===== src/rtl/aes_round_ctrl_if.sv =====
// aes_round_ctrl_if: handshake and key bus between the AES request logic
// (master) and the round sequencer (slave). Widths follow the round count NR
// and the round-key width KW.
interface aes_round_ctrl_if #(
  parameter int NR = 10,
  parameter int KW = 128
);
  logic                  iStart;
  logic                  iAbort;
  logic                  iDecrypt;
  logic [(NR+1)*KW-1:0]  iRoundKeys;
  logic                  oReady;
  logic                  oBusy;
  logic                  oLoad;
  logic                  oRoundEn;
  logic                  oFinal;
  logic                  oDone;
  logic [3:0]            oRound;
  logic [KW-1:0]         oRoundKey;

  modport master (
    output iStart, iAbort, iDecrypt, iRoundKeys,
    input  oReady, oBusy, oLoad, oRoundEn, oFinal, oDone, oRound, oRoundKey
  );

  modport slave (
    input  iStart, iAbort, iDecrypt, iRoundKeys,
    output oReady, oBusy, oLoad, oRoundEn, oFinal, oDone, oRound, oRoundKey
  );
endinterface


===== src/rtl/aes_round_ctrl.sv =====
// aes_round_ctrl: iterative AES round sequencer. Steps the single-round
// datapath through the initial AddRoundKey, NR-1 full rounds and the final
// round, and selects the matching round key from the flattened key bus.
// Optional feature macro: AES_DECRYPT_EN (honour iDecrypt, reverse key order).
//
//   state   | meaning
//   --------+----------------------------------------------------------
//   S_IDLE  | waiting for iStart, oReady=1
//   S_LOAD  | datapath loads block XOR round key 0 (oRound=0)
//   S_ROUND | full round 1..NR-1 with oRoundEn
//   S_FINAL | last round (no MixColumns), oRound=NR
//   S_DONE  | one-cycle oDone; a new iStart goes straight to S_LOAD
module aes_round_ctrl #(
  parameter int NR = 10,
  parameter int KW = 128
) (
  input logic           iClk,
  input logic           iRst,
  aes_round_ctrl_if.slave bus
);

  localparam logic [3:0] NR4       = 4'(NR);
  localparam logic [3:0] LAST_FULL = NR4 - 4'd1;

  typedef enum logic [2:0] {
    S_IDLE,
    S_LOAD,
    S_ROUND,
    S_FINAL,
    S_DONE
  } state_t;

  state_t     state, state_nxt;
  logic [3:0] round_q, round_nxt;
  logic       dir_q, dir_nxt;
  logic       req_dir;
  logic [3:0] key_idx;

`ifdef AES_DECRYPT_EN
  assign req_dir = bus.iDecrypt;
`else
  // Direction request is read but masked, so the direction flop stays at 0.
  assign req_dir = 1'b0 & bus.iDecrypt;
`endif

  // State, round counter and latched direction registers.
  always_ff @(posedge iClk) begin
    if (iRst) begin
      state   <= S_IDLE;
      round_q <= 4'd0;
      dir_q   <= 1'b0;
    end else begin
      state   <= state_nxt;
      round_q <= round_nxt;
      dir_q   <= dir_nxt;
    end
  end

  // Next-state, round counter and direction update; abort beats start.
  always_comb begin
    state_nxt = state;
    round_nxt = round_q;
    dir_nxt   = dir_q;
    case (state)
      S_IDLE, S_DONE: begin
        if (bus.iStart && !bus.iAbort) begin
          state_nxt = S_LOAD;
          round_nxt = 4'd0;
          dir_nxt   = req_dir;
        end else begin
          state_nxt = S_IDLE;
          round_nxt = 4'd0;
        end
      end
      S_LOAD: begin
        if (bus.iAbort) begin
          state_nxt = S_IDLE;
          round_nxt = 4'd0;
        end else begin
          round_nxt = 4'd1;
          state_nxt = (NR4 == 4'd1) ? S_FINAL : S_ROUND;
        end
      end
      S_ROUND: begin
        if (bus.iAbort) begin
          state_nxt = S_IDLE;
          round_nxt = 4'd0;
        end else begin
          round_nxt = round_q + 4'd1;
          state_nxt = (round_q < LAST_FULL) ? S_ROUND : S_FINAL;
        end
      end
      S_FINAL: begin
        if (bus.iAbort) begin
          state_nxt = S_IDLE;
          round_nxt = 4'd0;
        end else begin
          state_nxt = S_DONE;
        end
      end
      default: begin
        state_nxt = S_IDLE;
        round_nxt = 4'd0;
      end
    endcase
  end

  // Control strobes are pure decodes of the registered state.
  always_comb begin
    bus.oReady   = (state == S_IDLE) || (state == S_DONE);
    bus.oBusy    = (state == S_LOAD) || (state == S_ROUND) || (state == S_FINAL);
    bus.oLoad    = (state == S_LOAD);
    bus.oRoundEn = (state == S_ROUND) || (state == S_FINAL);
    bus.oFinal   = (state == S_FINAL);
    bus.oDone    = (state == S_DONE);
    bus.oRound   = round_q;
  end

  // Key mux: decryption walks the schedule backwards from key NR.
  always_comb begin
    key_idx       = dir_q ? (NR4 - round_q) : round_q;
    bus.oRoundKey = bus.iRoundKeys[KW*key_idx +: KW];
  end

endmodule


===== src/flat_wrapper.sv =====
// flat-port wrapper written by rule: the top's interface ports become plain ports
module aes_round_ctrl_flat 
#(
  parameter int NR = 10,
  parameter int KW = 128
)
  (iClk, iRst, bus_iStart, bus_iAbort, bus_iDecrypt, bus_iRoundKeys, bus_oReady, bus_oBusy, bus_oLoad, bus_oRoundEn, bus_oFinal, bus_oDone, bus_oRound, bus_oRoundKey);
  aes_round_ctrl_if #(.NR(NR), .KW(KW)) bus_i ();
  input logic iClk;
  input logic iRst;
  input wire logic [$bits(bus_i.iStart)-1:0] bus_iStart;
  input wire logic [$bits(bus_i.iAbort)-1:0] bus_iAbort;
  input wire logic [$bits(bus_i.iDecrypt)-1:0] bus_iDecrypt;
  input wire logic [$bits(bus_i.iRoundKeys)-1:0] bus_iRoundKeys;
  output wire logic [$bits(bus_i.oReady)-1:0] bus_oReady;
  output wire logic [$bits(bus_i.oBusy)-1:0] bus_oBusy;
  output wire logic [$bits(bus_i.oLoad)-1:0] bus_oLoad;
  output wire logic [$bits(bus_i.oRoundEn)-1:0] bus_oRoundEn;
  output wire logic [$bits(bus_i.oFinal)-1:0] bus_oFinal;
  output wire logic [$bits(bus_i.oDone)-1:0] bus_oDone;
  output wire logic [$bits(bus_i.oRound)-1:0] bus_oRound;
  output wire logic [$bits(bus_i.oRoundKey)-1:0] bus_oRoundKey;
  assign bus_i.iStart = bus_iStart;
  assign bus_i.iAbort = bus_iAbort;
  assign bus_i.iDecrypt = bus_iDecrypt;
  assign bus_i.iRoundKeys = bus_iRoundKeys;
  assign bus_oReady = bus_i.oReady;
  assign bus_oBusy = bus_i.oBusy;
  assign bus_oLoad = bus_i.oLoad;
  assign bus_oRoundEn = bus_i.oRoundEn;
  assign bus_oFinal = bus_i.oFinal;
  assign bus_oDone = bus_i.oDone;
  assign bus_oRound = bus_i.oRound;
  assign bus_oRoundKey = bus_i.oRoundKey;
  aes_round_ctrl #(.NR(NR), .KW(KW)) u_core (.iClk(iClk), .iRst(iRst), .bus(bus_i));
endmodule

===== config.mk =====
export PLATFORM = sky130hd
export DESIGN_NAME = aes_round_ctrl_flat
export DESIGN_NICKNAME = d
export VERILOG_FILES = /design/src/rtl/aes_round_ctrl_if.sv /design/src/rtl/aes_round_ctrl.sv /design/src/flat_wrapper.sv
export SDC_FILE = /design/constraint.sdc
export NUM_CORES = 1
export LEC_CHECK = 0
export ABC_CLOCK_PERIOD_IN_PS = 2900
export CORE_AREA = 3 3 606 608
export DETAILED_ROUTE_END_ITERATION = 7
export DIE_AREA = 0 0 609 611
export SYNTH_ARGS = -nofsm -noshare
export SYNTH_HDL_FRONTEND = slang
export SYNTH_SLANG_ARGS = --single-unit

===== constraint.sdc =====
create_clock -name iClk -period 2.9 [get_ports iClk]
set_input_delay 0.435 -clock iClk [delete_from_list [all_inputs] [get_ports iClk]]
set_output_delay 0.435 -clock iClk [all_outputs]
set_load 0.05 [all_outputs]

==> results_dict.tcl <==
set metrics [dict create \
    cts_tree "yes" \
    finClkSkew_ns 0.000552 \
    worst_pin_slew_ns 0.695 \
    cpMostUsedCell "buf_12" \
    n_fill_cell 41800 \
    detail-route-antenna-nets 0 \
    fp.dieH_um 611 \
    drv_slew 0 \
    route.detailed.drc 0 \
    stdcell_count 7746 \
    regArea_sq_um 149 \
    cap_viol_max_count 0 \
    wl_met2_um 152000 \
    layout_setup_ws_ns -0.0342 \
    finalCriticalPeriod_ns 2.93 \
    dieWidth_um 609 \
    crit_type "register to output pin" \
    hold_class "register to register" \
    routabilityCongestion 0.902 \
    drt-met1-wl_um 114000 \
    grt_pass1_vias 20000 \
    hpwlAfterDp_um 294000 \
    power_density_nw_per_um2 132 \
    worstSkewPairLatency_ns 0.23 \
    end_kind "output pin" \
    max_stage_delay_ns 0.57 \
    power.leakage_nw 11.8 \
    clkTransAtPathRegs_ns 0.04 \
    placed_cells 7582 \
    ys_ff_latch 7 \
    setup_tns_ns -0.0387 \
    drive_gt1_share_pct 25.7 \
    antenna_found_initial 394 \
    grt_pass1_wl_um 354000 \
    synth_seq_area_share_pct 1.28 \
    globalRouteTotalUtil_pct 16.0 \
    drtIter0Drc 1762 \
    swShare_pct 41.8 \
    synth-compound-area-share_pct 27.8 \
    clock-root-buffer "clkbuf_16" \
    holdBufCountCts 0 \
    hold_violations 0 \
    clkPwrFrac_pct 4.9 \
    start_kind "register" \
    htree_levels 1 \
    synthAdderAreaFrac_pct 0.228 \
    top_layer "met5" \
    start_util_pct 3.03 \
    netlist_area_sq_um 11000 \
    grt-ovfl-total 0 \
    syn_nets 2498 \
    yosys.cell_types.count 28 \
    outcome "complete, but fails checks" \
    grt_max_degree 43 \
    rsz0062_at_grt "true" \
    cp.arrival_ns 2.50 \
    multi_input_area_sq_um 10700 \
    via_count 20700 \
    critPathRequiredTime_ns 2.47 \
    rows 221 \
    cts_buffer_depth 2 \
    synth_xor_area_share_pct 0.320 \
    vias_per_cell 2.68 \
    yosys_warnings 0 \
    relSlewSlack_pct 53.5 \
    layout_common_cells "clkdlybuf4s50_1, mux2i_1, buf_4" \
    synth_cells 1083 \
    p_sw_mw 2.08 \
    ir_worst_vdd_mv 0.103 \
    avgSynthCellArea_sq_um 10.1 \
    slowest_stage "mux4_2" \
    numCtsBuffers 3 \
    ioPinCount 1551 \
    crit_chain "buf_12 > buf_12 > mux4_2 > a211o_1 > buf_12" \
    combPwrFrac_pct 93.2 \
    p_int_mw 2.89 \
    timing.fmax_ghz 0.341 \
    cts_sinks 7 \
    core_region_area_sq_um 362000 \
    dr.pass1.iters 6 \
    power_frac_seq_pct 2.0 \
    final_common_cell "clkdlybuf4s50_1" \
    area_delta_synth_final_pct 243 \
    synth-simple-area-share_pct 1.37 \
    violations "setup timing" \
    wl_per_cell_um 40.4 \
    finalCritPeriodShare_pct 101 \
    numPortBuffers 1549 \
    synth_top_family_by_area "multiplexers" \
    dieArea_sq_um 372000 \
    wl_met3_um 37000 \
    nNetsFinal 4278 \
    totalWireLength_um 313000 \
    setup_violations 2 \
    cp_max_fo 30 \
    yosys-mux-area-fraction_pct 61.4 \
]
-- cells in the mapped netlist --
library cell | count | area share, %
o2bb2ai_1 | 128 | 10
o32a_1 | 1 | 0.091
xor2_1 | 1 | 0.080
buf_6 | 24 | 2.5
clkbuf_1 | 47 | 1.6
and2_1 | 2 | 0.11
nor2_1 | 7 | 0.24
nand2_1 | 2 | 0.068
o22ai_1 | 128 | 7.3
buf_2 | 70 | 3.2
and4bb_2 | 1 | 0.11
mux2i_1 | 385 | 35
a211o_1 | 128 | 10
nor2b_1 | 4 | 0.23
mux4_2 | 128 | 26
nand3b_1 | 1 | 0.068
inv_1 | 3 | 0.10
buf_4 | 1 | 0.068
nand4b_1 | 1 | 0.080
nor3b_1 | 1 | 0.068
xnor2_1 | 3 | 0.24
dfxtp_1 | 7 | 1.3
and3_1 | 1 | 0.057
buf_1 | 1 | 0.034
nor4_1 | 3 | 0.17
clkbuf_2 | 1 | 0.046
ha_1 | 2 | 0.23
or3b_2 | 2 | 0.16
-- timing repair --
action | 4_1_cts | 5_1_grt
gates resized for setup | 128 | 47
setup buffers | 36 | 27
endpoints found under the setup margin | 76 | 75
pin swaps | 21 | 4
gates cloned | 7 | 3
-- worst max-delay path, delay by kind of cell (launching register included) --
family | cells | cell delay (ns)
AO/OA/AOI/OAI | 1 | 0.42
buffers and inverters | 3 | 0.66
flip-flops | 1 | 0.44
multiplexers | 1 | 0.57
-- power by group through the flow --
stage	Clock (mW)	Sequential, mW	Combinational [mW]
final	0.241	0.0993	4.63
after global routing	0.256	0.0994	4.84
after global placement	0	0.104	4.63
after CTS	0.250	0.101	4.72
after detailed placement	0	0.104	4.63
after floorplan	0	0.102	0.937
-- kinds of logic after synthesis --
group	Yosys count
mux	513
fa+ha+maj	2
compound gates	385
simple gates	25
buf+inv	147
xor+xnor	4
flops	7
-- routing by layer --
| metal | vias up | GRT usage, % |
|---|---|---|
| li1 | 8371 | - |
| met1 | 9675 | 17.4 |
| met2 | 1738 | 28.3 |
| met3 | 739 | 8.03 |
| met4 | 222 | 2.04 |
| met5 | - | 0 |
-- final timing paths --
| check | from | to | slack, ns | cells after the start |
|---|---|---|---|---|
| worst max-delay path | u_core.bus.oRound[1] | bus_oRoundKey[19] | -0.03 | 5 |
| worst max register to register | u_core.bus.oRound[1] | u_core.state[0] | 0.88 | 9 |
| worst min register to register | u_core.state[2] | u_core.state[1] | 0.56 | 1 |
| worst min-delay path | u_core.state[2] | u_core.state[1] | 0.56 | 1 |
-- registers in the layout (all words and copies together), names as in the netlist --
name / count
u_core.bus.oRound: 4
u_core.state: 3
-- area by class of cell --
cell class,instances,area share (%)
Timing Repair Buffer,1919,54.2
Multi-Input combinational cell,929,28.6
Tap cell,4794,16.0
Antenna cell,90,0.599
Sequential cell,7,0.396
Clock buffer,4,0.210
Inverter,3,0.0300
-- stage by stage --
stage | power (mW) | area, sq um | worst slack, ns | utilization, % | hold slack, ns
after global routing | 5.20 | 37500 | -0.0487 | 10.3 | 0.587
after global placement | 4.74 | 35600 | -0.0716 | 9.83 | 0.541
final | 4.97 | 37600 | -0.0342 | 10.4 | 0.556
after CTS | 5.07 | 36900 | -0.0869 | 10.2 | 0.551
after detailed placement | 4.73 | 35600 | -0.0777 | 9.83 | 0.554
after floorplan | 1.04 | 11000 | 0.267 | - | 0.496
No activity file was read; power rests on OpenSTA's default activity.
